File: src/rtl/anton_neopixel_stream_decoder.sv
// NeoPixel (WS2812-style) serial stream decoder: turns pulse widths on the
// data line into 24-bit pixels with frame boundaries, a per-frame pixel count
// and sticky error flags.

`ifndef BUFFER_END_DEFAULT
`define BUFFER_END_DEFAULT 255
`endif
`ifndef RESET_DELAY_DEFAULT
`define RESET_DELAY_DEFAULT 320
`endif

module anton_neopixel_stream_decoder #(
  parameter int unsigned BUFFER_END  = `BUFFER_END_DEFAULT,
  parameter int unsigned RESET_DELAY = `RESET_DELAY_DEFAULT,
  localparam int unsigned BUFFER_BITS = $clog2(BUFFER_END + 1)
) (
  input  logic                   clk6_4mhz,
  input  logic                   rstn,
  input  logic                   streamInput,
  input  logic                   enable,
  output logic                   pixelValid,
  output logic [23:0]            pixelData,
  output logic [BUFFER_BITS-1:0] pixelIndex,
  output logic                   frameDone,
  output logic [BUFFER_BITS:0]   pixelCount,
  output logic [2:0]             errorFlags,
  output logic [1:0]             state
);

  localparam int unsigned COUNT_BITS = BUFFER_BITS + 1;
  localparam int unsigned LOW_BITS   = 12;
  localparam int unsigned HIGH_BITS  = 4;
  localparam int unsigned BIT_BITS   = 5;

  localparam logic [1:0] SYNC  = 2'd0;
  localparam logic [1:0] LOW   = 2'd1;
  localparam logic [1:0] HIGH  = 2'd2;
  localparam logic [1:0] ERROR = 2'd3;

  localparam logic [LOW_BITS-1:0]    RESET_LIMIT = LOW_BITS'(RESET_DELAY);
  localparam logic [HIGH_BITS-1:0]   HIGH_STUCK  = HIGH_BITS'(7);
  localparam logic [HIGH_BITS-1:0]   HIGH_ONE    = HIGH_BITS'(4);
  localparam logic [BIT_BITS-1:0]    LAST_BIT    = BIT_BITS'(23);
  localparam logic [COUNT_BITS-1:0]  COUNT_MAX   = '1;
  localparam logic [COUNT_BITS-1:0]  LAST_SLOT   = COUNT_BITS'(BUFFER_END);
  localparam logic [COUNT_BITS-1:0]  OVERFLOW_AT = COUNT_BITS'(BUFFER_END + 1);
  localparam logic [BUFFER_BITS-1:0] INDEX_LAST  = BUFFER_BITS'(BUFFER_END);

  logic                   syncMeta;
  logic                   s;
  logic [LOW_BITS-1:0]    lowCount;
  logic [HIGH_BITS-1:0]   highCount;
  logic [23:0]            shiftReg;
  logic [BIT_BITS-1:0]    bitIndex;
  logic [COUNT_BITS-1:0]  frameCount;

  logic [1:0]             stateNext;
  logic [LOW_BITS-1:0]    lowCountNext;
  logic [HIGH_BITS-1:0]   highCountNext;
  logic [23:0]            shiftNext;
  logic [BIT_BITS-1:0]    bitIndexNext;
  logic [COUNT_BITS-1:0]  frameCountNext;
  logic [BUFFER_BITS-1:0] pixelIndexNext;
  logic                   pixelValidNext;
  logic [23:0]            pixelDataNext;
  logic                   frameDoneNext;
  logic [COUNT_BITS-1:0]  pixelCountNext;
  logic [2:0]             errorFlagsNext;

  logic                   bitDecoded;
  logic                   bitValue;
  logic                   frameEnd;
  logic [LOW_BITS-1:0]    lowCountInc;
  logic [HIGH_BITS-1:0]   highCountInc;

  // Two-flop synchronizer for the asynchronous data line
  always_ff @(posedge clk6_4mhz or negedge rstn) begin
    if (!rstn) begin
      syncMeta <= 1'b0;
      s        <= 1'b0;
    end else begin
      syncMeta <= streamInput;
      s        <= syncMeta;
    end
  end

  // State and datapath registers
  always_ff @(posedge clk6_4mhz or negedge rstn) begin
    if (!rstn) begin
      state      <= SYNC;
      lowCount   <= '0;
      highCount  <= '0;
      shiftReg   <= '0;
      bitIndex   <= '0;
      frameCount <= '0;
      pixelIndex <= '0;
      pixelValid <= 1'b0;
      pixelData  <= '0;
      frameDone  <= 1'b0;
      pixelCount <= '0;
      errorFlags <= '0;
    end else begin
      state      <= stateNext;
      lowCount   <= lowCountNext;
      highCount  <= highCountNext;
      shiftReg   <= shiftNext;
      bitIndex   <= bitIndexNext;
      frameCount <= frameCountNext;
      pixelIndex <= pixelIndexNext;
      pixelValid <= pixelValidNext;
      pixelData  <= pixelDataNext;
      frameDone  <= frameDoneNext;
      pixelCount <= pixelCountNext;
      errorFlags <= errorFlagsNext;
    end
  end

  // Pulse-width decode, pixel assembly and frame bookkeeping
  always_comb begin
    stateNext      = state;
    lowCountNext   = lowCount;
    highCountNext  = highCount;
    shiftNext      = shiftReg;
    bitIndexNext   = bitIndex;
    frameCountNext = frameCount;
    pixelIndexNext = pixelIndex;
    pixelValidNext = 1'b0;
    pixelDataNext  = pixelData;
    frameDoneNext  = 1'b0;
    pixelCountNext = pixelCount;
    errorFlagsNext = errorFlags;
    bitDecoded     = 1'b0;
    bitValue       = 1'b0;
    frameEnd       = 1'b0;
    lowCountInc    = (lowCount == RESET_LIMIT) ? lowCount : lowCount + LOW_BITS'(1);
    highCountInc   = (highCount == '1) ? highCount : highCount + HIGH_BITS'(1);

    // The presented index moves on one tick after each emitted pixel
    if (pixelValid && (pixelIndex != INDEX_LAST)) begin
      pixelIndexNext = pixelIndex + BUFFER_BITS'(1);
    end

    case (state)
      SYNC: begin
        if (!s) begin
          lowCountNext = lowCountInc;
          if (lowCountInc == RESET_LIMIT) begin
            stateNext = LOW;
          end
        end else begin
          lowCountNext = '0;
        end
      end
      LOW: begin
        if (s) begin
          stateNext     = HIGH;
          highCountNext = HIGH_BITS'(1);
          lowCountNext  = '0;
        end else begin
          lowCountNext = lowCountInc;
          // Fire only on the tick the count first reaches the limit
          if ((lowCount != RESET_LIMIT) && (lowCountInc == RESET_LIMIT)) begin
            frameEnd = 1'b1;
          end
        end
      end
      HIGH: begin
        if (s) begin
          highCountNext = highCountInc;
          if (highCountInc == HIGH_STUCK) begin
            stateNext         = ERROR;
            errorFlagsNext[0] = 1'b1;
            shiftNext         = '0;
            bitIndexNext      = '0;
          end
        end else begin
          bitDecoded    = 1'b1;
          bitValue      = (highCount >= HIGH_ONE);
          stateNext     = LOW;
          lowCountNext  = LOW_BITS'(1);
          highCountNext = '0;
        end
      end
      default: begin
        if (!s) begin
          stateNext     = SYNC;
          lowCountNext  = LOW_BITS'(1);
          highCountNext = '0;
        end else begin
          highCountNext = highCountInc;
        end
      end
    endcase

    // Shift in the decoded bit; the 24th bit completes a pixel
    if (bitDecoded) begin
      shiftNext = (shiftReg << 1) | 24'(bitValue);
      if (bitIndex == LAST_BIT) begin
        bitIndexNext = '0;
        if (frameCount != COUNT_MAX) begin
          frameCountNext = frameCount + COUNT_BITS'(1);
        end
        if (frameCount <= LAST_SLOT) begin
          pixelValidNext = 1'b1;
          pixelDataNext  = (shiftReg << 1) | 24'(bitValue);
        end else begin
          errorFlagsNext[2] = 1'b1;
        end
      end else begin
        bitIndexNext = bitIndex + BIT_BITS'(1);
      end
    end

    // Frame close: report count, replace sticky flags with this frame's
    if (frameEnd) begin
      frameDoneNext  = 1'b1;
      pixelCountNext = frameCount;
      errorFlagsNext = {(frameCount > OVERFLOW_AT), (bitIndex != '0), 1'b0};
      shiftNext      = '0;
      bitIndexNext   = '0;
      frameCountNext = '0;
      pixelIndexNext = '0;
    end

    // Disabled decoder idles in SYNC with everything but the reports cleared
    if (!enable) begin
      stateNext      = SYNC;
      lowCountNext   = '0;
      highCountNext  = '0;
      shiftNext      = '0;
      bitIndexNext   = '0;
      frameCountNext = '0;
      pixelIndexNext = '0;
      pixelValidNext = 1'b0;
      frameDoneNext  = 1'b0;
      pixelDataNext  = pixelData;
      pixelCountNext = pixelCount;
      errorFlagsNext = errorFlags;
    end
  end

endmodule
File: config.mk
export PLATFORM = sky130hd
export DESIGN_NAME = anton_neopixel_stream_decoder
export DESIGN_NICKNAME = d
export VERILOG_FILES = /design/src/rtl/anton_neopixel_stream_decoder.sv
export SDC_FILE = /design/constraint.sdc
export NUM_CORES = 1
export LEC_CHECK = 0
export CORE_MARGIN = 5
export CORE_UTILIZATION = 62
export DETAILED_ROUTE_END_ITERATION = 8
export DONT_BUFFER_PORTS = 1
export GPL_ROUTABILITY_DRIVEN = 0
export PLACE_DENSITY = 0.78
export SLEW_MARGIN = 20
export SYNTH_ARGS = -nofsm -noshare
export SYNTH_HDL_FRONTEND = slang
export SYNTH_SLANG_ARGS = --single-unit
File: constraint.sdc
create_clock -name clk6_4mhz -period 4.9 [get_ports clk6_4mhz]
set_clock_uncertainty 0.15 [all_clocks]
set_input_delay 0.98 -clock clk6_4mhz [delete_from_list [all_inputs] [get_ports clk6_4mhz]]
set_output_delay 0.98 -clock clk6_4mhz [all_outputs]
set_load 0.1 [all_outputs]
; Word-level counts from Yosys, hierarchy flattened
; Index checks and enable logic that the tools add are counted.
; Widths: inputs -> output; s select.
[op_classes]
n_addsub = 5
order_cmp = 3
n_eq_ne = 25
n_mux = 59
n_bitwise = 1
n_reduce_logical = 18
[op_table]
columns = operator, n
row1 = $mux 23, 6
row2 = $mux 12, 5
row3 = $mux 9, 5
row4 = $mux 5, 7
row5 = $eq 12x9->1 const B, 2
row6 = $mux 8, 3
row7 = $or 24x1->24, 1
row8 = $mux 1, 19
row9 = $mux 4, 4
row10 = $mux 2, 7
row11 = $add 12x1->12 const B, 1
row12 = $ne 12x9->1 const B, 1
row13 = $ne 3x1->1 const B, 4
row14 = $ne 3x3->1 const B, 4
row15 = $ne 4x1->1 const B, 3
row16 = $reduce_and 4->1, 3
row17 = $reduce_bool 2->1, 5
row18 = $add 9x1->9 const B, 1
row19 = $gt 9x9->1 const B, 1
row20 = $le 9x8->1 const B, 1
row21 = $ne 9x9->1 const B, 1
row22 = $add 8x1->8 const B, 1
row23 = $ne 8x8->1 const B, 1
row24 = $pmux 4 s2, 1
row25 = 20 further kinds, 24
[totals]
regBits = 103
input_bits = 4
out_inout_bits = 48

; Longest topological paths before layout
[depth]
depth_word = 9
depth_mapped = 10
ltp_nobuf = 8

; Worst setup path before layout
; No wires, ideal clock.
[synth_path]
kind = register to register
from = register state[0]
to = register pixelData[10]
setup_ps = 128
t_arrival_ps = 2518
t_required_ps = 4622
path_slack_ps = 2104
stages_incl_launch_ff = 8
path_buffers = 1
path_cell_list = dfrtp_1 -> inv_1 -> ha_1 -> nand2b_1 -> nor3_1 -> o211ai_1 -> buf_2 -> mux2_1
[synth_between]
elab_chain_cells = 3
[synth_lines]
columns = element, line
row1 = start: declaration, 27  ; output logic [1:0] state
row2 = start signal: assignment, 103  ; state <= stateNext;
row3 = $eq 2x2->1, 143  ; case (state)
row4 = $mux 1, 143
row5 = $reduce_and 4->1 (no line), --
row6 = end signal: assignment, 111  ; pixelData <= pixelDataNext;
row7 = end: declaration, 22  ; output logic [23:0] pixelData,
; No other way between the ends.
; A chain may end at the register's enable or synchronous reset.

; Worst setup path in the final report
[layout_path]
from = register lowCount[0]
to = register pixelCount[0]
[layout_between]
elab_chain_cells = 8
word_cells_on_any_way = 10
cone_classes = add/sub (1) / eq/ne (3) / mux (4) / reduce/logical (2)
[layout_lines]
columns = element, line
row1 = start: declaration, 51  ; logic [LOW_BITS-1:0] lowCount;
row2 = start signal: assignment, 104  ; lowCount <= lowCountNext;
row3 = $add 12x1->12 or $eq 12x9->1 (tied branches), 135  ; lowCountInc = (lowCount == RESET_LIMIT) ? lowCount : lowCount + LOW_BITS'(1);
row4 = $mux 12, 135
row5 = $eq 12x9->1, 162  ; if ((lowCount != RESET_LIMIT) && (lowCountInc == RESET_LIMIT)) begin
row6 = $logic_and 1x1->1 *, 162
row7 = $mux 1 *, 162
row8 = $mux 1 *, 155  ; if (s) begin
row9 = $mux 1 *, 143
row10 = $reduce_and 2->1 (no line) *, --
row11 = end signal: assignment, 113  ; pixelCount <= pixelCountNext;
row12 = end: declaration, 25  ; output logic [BUFFER_BITS:0] pixelCount,
; Every way passes the cells marked *; elsewhere a longest branch is shown, timed or not.

==> results.py <==
metrics = {
    "cts": {
        "cts.path.max_buffers": 2,
        "clock_sinks": 103,
        "post-cts-setup-buffers": 0,
        "ctsHoldBuffers": 0,
        "cts_resized": 0,
        "clk_pin_slew_ns": 0.11,
        "clock_latency_ns": 0.36,
        "cts_root_buf": "clkbuf_8",
        "cts_made_buffers": 9,
        "tritoncts": "done",
        "h-tree-depth": 3,
    },
    "route": {
        "wire_per_inst_microns": 16.9,
        "drt-initial-drc-count": 162,
        "firstDrtPassIters": 5,
        "viasPerCell": 6.09,
        "vias": 3340,
        "drc": 0,
        "ant_nets": 0,
        "drt_wl_total_microns": 9260,
    },
    "logic_synthesis": {
        "synth_commonest_cells": "dfrtp_1, nor2_1, a22oi_1",
        "syn_area_sq_um": 4940,
        "synth_compound_area_frac": 0.128,
        "synth-seq-area-share": 0.522,
        "ys.flop_type": "dfrtp_1",
        "synth_nets": 465,
        "syn_inst": 448,
        "synth.area.top_cells": "dfrtp_1, nor2_1, mux2_1",
        "async_reset_ff_frac": 1.00,
        "yosys_warnings": 0,
        "synth-seq-cells": 103,
        "synth.area.mux_share": 0.0934,
        "synth_top_family_by_area": "simple AND/OR/NAND/NOR gates",
        "synth_top_cell_by_area": "dfrtp_1",
        "avgSynthCellArea_sq_um": 11.0,
        "synth.top_cell.area_share": 0.522,
        "synth_xor_xnor_area_share": 0.0355,
        "synth_edf_count": 0,
        "synth_fa_ha_area_frac": 0.0329,
        "synthDistinctLibCells": 58,
        "synth_most_common_cell": "dfrtp_1",
        "synth-simple-area-share": 0.149,
    },
    "finish": {
        "fin_nets": 458,
        "diodes": 0,
        "layout-drive-gt1-share": 0.117,
        "post-route-util": 0.671,
        "synthToLayoutAreaGrowth_pct": 4.91,
        "fin_cells": 548,
        "fillers": 573,
    },
    "die": {
        "die_y_microns": 99.3,
        "die_w_microns": 99.3,
        "initial_core_util": 0.639,
        "dieArea_sq_um": 9850,
        "io_pins": 52,
        "coreArea_sq_um": 7730,
        "rows": 32,
    },
    "setup_path": {
        "regToRegEndpoint": "pixelCount[0]$_DFFE_PN0P_",
        "path_cells": "ha_1 -> xor2_1 -> nand4b_1 -> a221oi_1 -> and4_4 -> nand3_2 -> mux2_1",
        "endpoint_kind": "flip-flop",
        "rr_worst_depth": 7,
        "cpMaxStageDelayCell": "ha_1",
        "cp_max_fo": 14,
        "rrSetupSlack_ns": 1.79,
        "arrival_ns": 3.20,
        "path_class": "reg -> reg",
        "r2r-start": "lowCount[0]$_DFFE_PN0P_",
        "worstPathRequired_ns": 5.00,
        "crit_buf_inv": 0,
        "cp-start-kind": "flip-flop",
        "slowest_delay_ns": 0.48,
        "path_delay_family": "simple AND/OR/NAND/NOR gates",
    },
    "sta": {
        "finalSetupTns_ns": 0,
        "finalHoldViolCount": 0,
        "fmax_mhz": 322,
        "slew_viol_final": 0,
        "rsz0062_at_grt": "no",
        "fin_crit_ns": 3.11,
        "fin_crit_sh": 0.634,
        "setup_viol": 0,
        "relSlewSlack": 0.277,
        "worst_pin_slew_ns": 1.08,
    },
    "power_and_ir_drop": {
        "p_sw_frac": 0.306,
        "power_frac_comb": 0.152,
        "cellInternalPower_w": 0.00119,
        "seqPwrFrac": 0.524,
        "power.clock.fraction": 0.324,
        "p_leak_nw": 2.42,
        "p_switching_w": 0.000525,
        "ir_drop_uv": 188,
        "powerDensity_nw_per_um2": 330,
    },
    "global_routing": {
        "first_global_vias": 3276,
        "grtUsageTotal": 0.202,
        "globalRouteOverflowTotal": 0,
        "antenna_found_initial": 0,
        "grt_start_max_net_pins": 104,
        "grt_pass1_wl_microns": 16300,
    },
    "run_status": {
        "status": "finished clean",
    },
    "place": {
        "hpwl_microns": 6080,
        "place_inst": 532,
        "io_buffers": 0,
    },
    "flow_run": {
        "drv_cap": 0,
    },
    "worst_hold_path": {
        "hp-class": "in -> async",
    },
}
[cells by family (layout without fill, tap and decap cells)]
family | Yosys count | after routing
buf+inv | 38 | 36
mux | 38 | 38
simple gates | 141 | 141
fa+ha+maj | 13 | 13
xor+xnor | 20 | 20
compound gates | 95 | 95
flops | 103 | 103
[worst reg2reg max path, delay by kind of cell (launching register included)]
| kind | cells | cell delay (ns) |
|---|---|---|
| compound gates | 1 | 0.47 |
| fa+ha+maj | 1 | 0.48 |
| xor+xnor | 1 | 0.19 |
| mux | 1 | 0.45 |
| flops | 1 | 0.47 |
| simple gates | 3 | 0.78 |
[metrics by stage]
stage | total power, W | setup slack (ns) | hold WS [ns] | instance area, sq um
after floorplan | 0.00111 | 2.10 | 0.181 | 4940
final | 0.00171 | 1.79 | 0.143 | 5180
after CTS | 0.00172 | 1.69 | 0.129 | 5180
after global routing | 0.00180 | 1.60 | 0.111 | 5180
after detailed placement | 0.00117 | 1.71 | 0.192 | 4970
after global placement | 0.00116 | 1.79 | 0.183 | 4970
[worst max-delay path by stage]
stage,start,end,slack (ns),depth (start not counted)
2_1_floorplan,state[0]$_DFFE_PN0P_,pixelData[10]$_DFFE_PN0P_,2.10,7
3_3_place_gp,state[0]$_DFFE_PN0P_,bitIndex[3]$_DFFE_PN0P_,1.79,7
3_5_place_dp,state[0]$_DFFE_PN0P_,bitIndex[3]$_DFFE_PN0P_,1.71,7
4_1_cts,state[0]$_DFFE_PN0P_,bitIndex[3]$_DFFE_PN0P_,1.69,7
5_1_grt,lowCount[0]$_DFFE_PN0P_,pixelCount[0]$_DFFE_PN0P_,1.60,7
6_report,lowCount[0]$_DFFE_PN0P_,pixelCount[0]$_DFFE_PN0P_,1.79,7
[layout make-up]
cell class | instances | area, sq um | share of cell area
clock buffers | 9 | 124 | 0.0239
clock inverters | 7 | 87.6 | 0.0169
inverters | 16 | 60.1 | 0.0116
multi-input cells | 307 | 2180 | 0.420
flip-flops and latches | 103 | 2580 | 0.497
well taps | 102 | 128 | 0.0246
repair buffers | 4 | 30.0 | 0.00579
[placed cells by master, fill, tap and decap left out, types with 2 or more instances in the layout]
cell type and n:
dfrtp_1 103, nor2_1 58, a22oi_1 24, o21ai_0 22, mux2_1 18, nand3_1 17
nand2_1 15, inv_1 13, ha_1 13, xnor2_1 11, mux2_4 10, a21oi_1 10
xor2_1 9, clkbuf_8 9, and3_1 8, mux2_2 7, nor2b_1 6, and2_1 6
o21ai_1 6, and4_1 5, a31oi_1 5, nand4_1 4, o31ai_1 4, buf_4 4
nand2b_1 3, inv_2 3, a41oi_1 3, o41ai_1 3, mux2i_1 3, and4_4 2
o311a_1 2, nor3_1 2, o211ai_1 2, or4b_2 2, a21boi_1 2, a22o_1 2
o22ai_1 2, or3_1 2, inv_6 2
[routing by layer]
| layer | vias to the layer above | routed length (microns) | GRT usage |
|---|---|---|---|
| met4 | 0 | 135 | 0.0767 |
| met5 | - | 0 | 0 |
| met1 | 1664 | 4180 | 0.279 |
| li1 | 1579 | - | - |
| met3 | 13 | 532 | 0.0547 |
| met2 | 84 | 4410 | 0.306 |
[state kept, by name (all words and copies together), names as in the netlist]
signal,cells
syncMeta,1
errorFlags,3
frameCount,9
frameDone,1
pixelValid,1
highCount,4
lowCount,12
bitIndex,5
s,1
pixelIndex,8
pixelCount,9
state,2
shiftReg,23
pixelData,24
[power by group through the flow]
stage	combinational, W	sequential [W]	clock [W]
after floorplan	0.000177	0.000934	0
after global placement	0.000244	0.000913	0
after detailed placement	0.000253	0.000914	0
after CTS	0.000256	0.000897	0.000572
after global routing	0.000293	0.000899	0.000612
final	0.000260	0.000897	0.000555
Note: power is estimated with default switching activity, not from simulation.
